$ cat config.mk
export PLATFORM = sky130hd
export DESIGN_NAME = hex_entry_ctrl
export DESIGN_NICKNAME = d
export VERILOG_FILES = /design/src/rtl/hex_entry_ctrl.sv
export SDC_FILE = /design/constraint.sdc
export NUM_CORES = 1
export LEC_CHECK = 0
export CAP_MARGIN = 25
export CORE_ASPECT_RATIO = 0.8
export CORE_MARGIN = 5
export CORE_UTILIZATION = 35
export CTS_CLUSTER_SIZE = 10
export DETAILED_ROUTE_END_ITERATION = 10
export PLACE_DENSITY = 0.58
export SKIP_LAST_GASP = 1
export SYNTH_ARGS = -nofsm -noshare
export SYNTH_HDL_FRONTEND = slang
export SYNTH_SLANG_ARGS = --single-unit
$ cat constraint.sdc
create_clock -name clk -period 3.2 [get_ports clk]
set_input_delay 0.64 -clock clk [delete_from_list [all_inputs] [get_ports clk]]
set_output_delay 0.64 -clock clk [all_outputs]
set_load 0.005 [all_outputs]
$ cat src/rtl/hex_entry_ctrl.sv
// hex_entry_ctrl: front-panel hex keypad entry controller.
// Synchronizes and debounces 16 hex keys plus BACK/ENTER, accumulates an
// N-digit hex value while the CPU is halted, drives the panel display and
// hands committed entries to the control logic over a valid/ready handshake.
module hex_entry_ctrl #(
  parameter int DIGITS          = 6,
  parameter int DEBOUNCE_CYCLES = 16
) (
  input  logic                  clk,
  input  logic                  rst_n,
  input  logic                  stopped,
  input  logic [15:0]           keys,
  input  logic                  key_back,
  input  logic                  key_enter,
  input  logic [4*DIGITS-1:0]   live_value,
  input  logic                  live_valid,
  output logic [4*DIGITS-1:0]   disp,
  output logic                  dispValid,
  output logic [4*DIGITS-1:0]   entry_data,
  output logic                  entry_valid,
  input  logic                  entry_ready
);

  localparam int W   = 4 * DIGITS;
  localparam int CW  = $clog2(DEBOUNCE_CYCLES + 1);
  localparam int NW  = $clog2(DIGITS + 1);
  localparam logic [4:0] CODE_BACK  = 5'd16;
  localparam logic [4:0] CODE_ENTER = 5'd17;

  typedef enum logic [1:0] {
    IDLE,
    PRESS_WAIT,
    HELD,
    RELEASE_WAIT
  } db_state_t;

  // Synchronizer chain: bit 18 = stopped, 17 = enter, 16 = back, 15:0 = hex.
  logic [18:0]     raw;
  logic [18:0]     sync1;
  logic [18:0]     sync2;
  logic [17:0]     keys_s;
  logic            stopped_s;
  logic            stopped_d;

  // Debounce state
  db_state_t       state;
  logic [CW-1:0]   db_cnt;
  logic [17:0]     cur;
  logic [4:0]      cur_code;
  logic            single;
  logic            ev_valid;
  logic [4:0]      ev_code;

  // Entry state
  logic [W-1:0]    entry_buf;
  logic [NW-1:0]   digit_cnt;
  logic            stop_fall;
  logic            ev_apply;

  assign raw       = {stopped, key_enter, key_back, keys};
  assign keys_s    = sync2[17:0];
  assign stopped_s = sync2[18];
  assign stop_fall = stopped_d & ~stopped_s;
  assign ev_apply  = ev_valid & stopped_s & ~entry_valid;

  // Two-flop synchronizers for every asynchronous input.
  always_ff @(posedge clk or negedge rst_n) begin
    if (!rst_n) begin
      sync1 <= '0;
      sync2 <= '0;
    end else begin
      sync1 <= raw;
      sync2 <= sync1;
    end
  end

  // Exactly one synchronized key active (chords are rejected).
  always_comb begin
    single = (keys_s != '0) && ((keys_s & (keys_s - 18'd1)) == '0);
  end

  // Encode the captured one-hot key into its event code.
  always_comb begin
    cur_code = '0;
    for (int unsigned i = 0; i < 18; i++) begin
      if (cur[i]) cur_code = 5'(i);
    end
  end

  // Debounce FSM: one registered event per stable press, none on release.
  always_ff @(posedge clk or negedge rst_n) begin
    if (!rst_n) begin
      state    <= IDLE;
      db_cnt   <= '0;
      cur      <= '0;
      ev_valid <= 1'b0;
      ev_code  <= '0;
    end else begin
      ev_valid <= 1'b0;
      case (state)
        IDLE: begin
          if (single) begin
            state  <= PRESS_WAIT;
            db_cnt <= CW'(1);
            cur    <= keys_s;
          end
        end
        PRESS_WAIT: begin
          if (keys_s == cur) begin
            if (db_cnt == CW'(DEBOUNCE_CYCLES - 1)) begin
              ev_valid <= 1'b1;
              ev_code  <= cur_code;
              state    <= HELD;
              db_cnt   <= '0;
            end else begin
              db_cnt <= db_cnt + CW'(1);
            end
          end else begin
            state  <= IDLE;
            db_cnt <= '0;
          end
        end
        HELD: begin
          if (keys_s == '0) begin
            state  <= RELEASE_WAIT;
            db_cnt <= CW'(1);
          end
        end
        RELEASE_WAIT: begin
          if (keys_s != '0) begin
            state  <= HELD;
            db_cnt <= '0;
          end else if (db_cnt == CW'(DEBOUNCE_CYCLES - 1)) begin
            state  <= IDLE;
            db_cnt <= '0;
          end else begin
            db_cnt <= db_cnt + CW'(1);
          end
        end
        default: begin
          state  <= IDLE;
          db_cnt <= '0;
        end
      endcase
    end
  end

  // Entry buffer, digit count and committed-entry handshake.
  // The stopped falling-edge clear takes priority over a same-edge event;
  // the event gate uses pre-edge entry_valid, so an event coinciding with
  // handshake completion is dropped.
  always_ff @(posedge clk or negedge rst_n) begin
    if (!rst_n) begin
      stopped_d   <= 1'b0;
      entry_buf   <= '0;
      digit_cnt   <= '0;
      entry_data  <= '0;
      entry_valid <= 1'b0;
    end else begin
      stopped_d <= stopped_s;
      if (entry_valid && entry_ready) entry_valid <= 1'b0;
      if (stop_fall) begin
        entry_buf <= '0;
        digit_cnt <= '0;
      end else if (ev_apply) begin
        if (ev_code == CODE_BACK) begin
          entry_buf <= entry_buf >> 4;
          if (digit_cnt != '0) digit_cnt <= digit_cnt - NW'(1);
        end else if (ev_code == CODE_ENTER) begin
          if (digit_cnt != '0) begin
            entry_data  <= entry_buf;
            entry_valid <= 1'b1;
            entry_buf   <= '0;
            digit_cnt   <= '0;
          end
        end else begin
          entry_buf <= {entry_buf[W-5:0], ev_code[3:0]};
          if (digit_cnt != NW'(DIGITS)) digit_cnt <= digit_cnt + NW'(1);
        end
      end
    end
  end

  // Display source: entry buffer while halted, live bus data while running.
  always_ff @(posedge clk or negedge rst_n) begin
    if (!rst_n) begin
      disp      <= '0;
      dispValid <= 1'b0;
    end else if (stopped_s) begin
      disp      <= entry_buf;
      dispValid <= 1'b1;
    end else begin
      disp      <= live_value;
      dispValid <= live_valid;
    end
  end

endmodule

==> metrics.cfg <==
[clock_network]
postCtsSetupBuffers = 0
ctsResizeCount = 0
clkTransAtPathRegs_ns = 0.06
cts_hold_buf = 0
cts_tree = yes
worst_skew_pair.late_latency_ns = 0.43
root_buffer = clkbuf_16
cts_max_level = 4
cts-buffers-inserted = 17
clockBufferDepth = 2
cts.sinks = 147

[power_and_ir_drop]
leakage_nw = 3.43
clock_power_share_pct = 46.6
max-vdd-ir-drop_mv = 0.358
p_seq_share_pct = 47.8
comb_power_share_pct = 5.6
p_int_w = 0.00305
p_sw_w = 0.000993
p_per_area_mw_per_mm2 = 514
switching_share_pct = 24.6

[sta]
setup_viol = 0
worst_slew_pin_slew_ns = 0.699
fin_skew_ns = 0.0136
period_share_pct = 87.1
rsz0062_at_grt = no
fin_ws_ns = 0.413
finalSetupTns_ns = 0
timing.fmax_ghz = 0.359
min_period_ns = 2.79
hold_viol = 0
maxSlewViolCount = 0
relSlewSlack_pct = 53.1

[logic_synthesis]
yosysWarnings = 0
synth_cells = 481
seq_area_frac_synth_pct = 60.8
syn_nets = 533
syn_area_mm2 = 0.00605
netlist.top_cell.by_area = dfrtp_1
synth_top_area_share_pct = 60.8
synth_cell_types = 54
synth_area_leaders = dfrtp_1 61%, mux2_2 11%, o21ai_0 2.6%
synth.avg_cell_area_um2 = 12.6
synth-seq-cells = 147

[critical_path]
crit_chain = or4_4 -> nor4_4 -> nand2_1 -> a22oi_1 -> nand4b_4 -> mux2_4
reg2reg_slack_ns = 0.41
crit_start = sync2[7]
timing.rr.end = cur[17]
worstSetupStartpointType = flop
worstSetupPathType = flop to flop
critPathArrivalTime_ns = 3.09
rr_worst_depth = 6
slowest_delay_ns = 0.59
endpoint = cur[17]
critPathCaptureType = flop
critPathMaxFanout = 18
cp_data_required_time_ns = 3.50
r2r-start = sync2[7]
critical_path.slowest_cell = or4_4

[global_route]
grtUsageTotal_pct = 14.6
antenna_found_initial = 0
overflow = 0
first_global_vias = 4338
grt_start_max_net_pins = 71
grt_pass1_wl_mm = 22.9

[drt]
post_drt_wl_per_cell_um = 16.6
drtIter0Drc = 289
dr.pass1.iters = 4
vias = 4135
drcViolationCount = 0
ant_nets = 0
vias_per_cell = 5.02
wl_mm = 13.7

[die]
die_h_um = 128
die-width_um = 157
ios = 97
dieArea_mm2 = 0.0200
fp-row-count = 43
coreArea_mm2 = 0.0172
initial_core_util_pct = 35.3

[cells_and_area]
syn2layout_area_growth_pct = 30.0
fin_util_pct = 45.8
fin_cells = 824
layout_common_cells = 147 x dfrtp_1, 95 x clkdlybuf4s50_1, 57 x mux2_2
nFillCells = 1561
drive_gt1_share_pct = 19.0
n_antenna_cell = 0
mostFrequentLayoutCell = dfrtp_1
fin_nets = 638

[place]
dp_hpwl_mm = 9.81
io_buffer_count = 96
gp_congestion = 0.916
dp_slack_ns = 0.429
dp_cells = 792

[worst_hold_path]
hold_path_class = input pin to asynchronous set/reset pin

[outcome]
status = complete, no violations

[job]
cap_viol_max_count = 0

per-layer routing:
| layer | vias to the layer above | global-route usage, % | part of all wire, % |
|---|---|---|---|
| met5 | - | 0 | 0 |
| met4 | 0 | 4.05 | 1.1 |
| met3 | 9 | 4.00 | 5.4 |
| met2 | 100 | 22.7 | 47 |
| met1 | 2060 | 20.3 | 46 |
| li1 | 1966 | - | - |
state kept, by name (all words and copies together) (netlist names), 5 cells and up:
name,count
sync2,19
sync1,19
cur,18
disp,24
ev_code,5
db_cnt,5
entry_buf,24
entry_data,24
worst min-delay path by stage:
| stage | start | to | slack (ns) | cells past startpoint |
|---|---|---|---|---|
| global placement | sync1[9] | sync2[9] | 0.33 | 0 |
| global route | rst_n | sync1[9] | 0.26 | 1 |
| CTS | rst_n | sync1[9] | 0.25 | 1 |
| floorplan | sync1[0] | sync2[0] | 0.33 | 0 |
| detailed placement | sync1[12] | sync2[12] | 0.33 | 0 |
| finish | rst_n | sync1[9] | 0.21 | 1 |
through the flow:
step	area, um2	total power (W)	hold WS [ns]
final	7870	0.00404	0.214
after global routing	7870	0.00420	0.261
after CTS	7870	0.00410	0.255
after detailed placement	7310	0.00220	0.335
after global placement	7310	0.00219	0.335
after floorplan	6050	0.00204	0.331
logic make-up after synthesis:
kind of cell | Yosys count | share of synthesized area [%]
flip-flops | 147 | 60.8
AND/OR/NAND/NOR | 110 | 9.71
AO/OA/AOI/OAI | 107 | 12.1
multiplexers | 58 | 10.9
buffers and inverters | 33 | 2.42
XOR/XNOR | 19 | 2.75
adder cells (fa/ha/maj) | 7 | 1.36
power groups by stage:
stage / sequential, W / combinational [W] / clock [W]
6_report: 0.00193 / 0.000226 / 0.00189
5_1_grt: 0.00194 / 0.000250 / 0.00201
4_1_cts: 0.00193 / 0.000232 / 0.00194
3_5_place_dp: 0.00197 / 0.000231 / 0
3_3_place_gp: 0.00197 / 0.000227 / 0
2_1_floorplan: 0.00196 / 0.0000790 / 0
cell type report:
cell class | count | area [um2] | share of cell area [%]
clock buffers | 17 | 425 | 5.41
flip-flops and latches | 147 | 3680 | 46.7
well taps | 225 | 282 | 3.58
inverters | 12 | 45.0 | 0.572
multi-input cells | 301 | 2240 | 28.5
clock inverters | 15 | 136 | 1.73
repair buffers | 107 | 1060 | 13.4
worst max-delay path: cells and delay by family, from the launching register on:
kind / cells / cell delay [ns]
and+or+nand+nor: 4 / 1.41
DFF: 1 / 0.43
AOI/OAI and AO/OA: 1 / 0.42
muxes: 1 / 0.39
synth_stat cells (all sizes together):
cell	n
a22o	10
buf	7
a21o	6
inv	12
ha	5
o31a	1
a2111oi	5
nand2b	3
o41ai	1
o311ai	1
nand4b	1
a32oi	1
maj3	2
nand2	38
or4b	1
o21a	1
a22oi	20
xnor2	14
nor4	6
xor2	5
o22ai	1
a211oi	4
nor3	14
nor4b	1
o31ai	2
mux2	58
nor2	18
or3	3
clkbuf	14
and3	1
nand4	6
nor4bb	1
or2	2
a21oi	12
nand3b	4
a311oi	1
a31oi	5
o21bai	2
o2bb2ai	2
o21ai	31
a311o	1
dfrtp	147
or4	3
nor2b	2
nand3	6
Note: power is estimated with default switching activity, not from simulation.
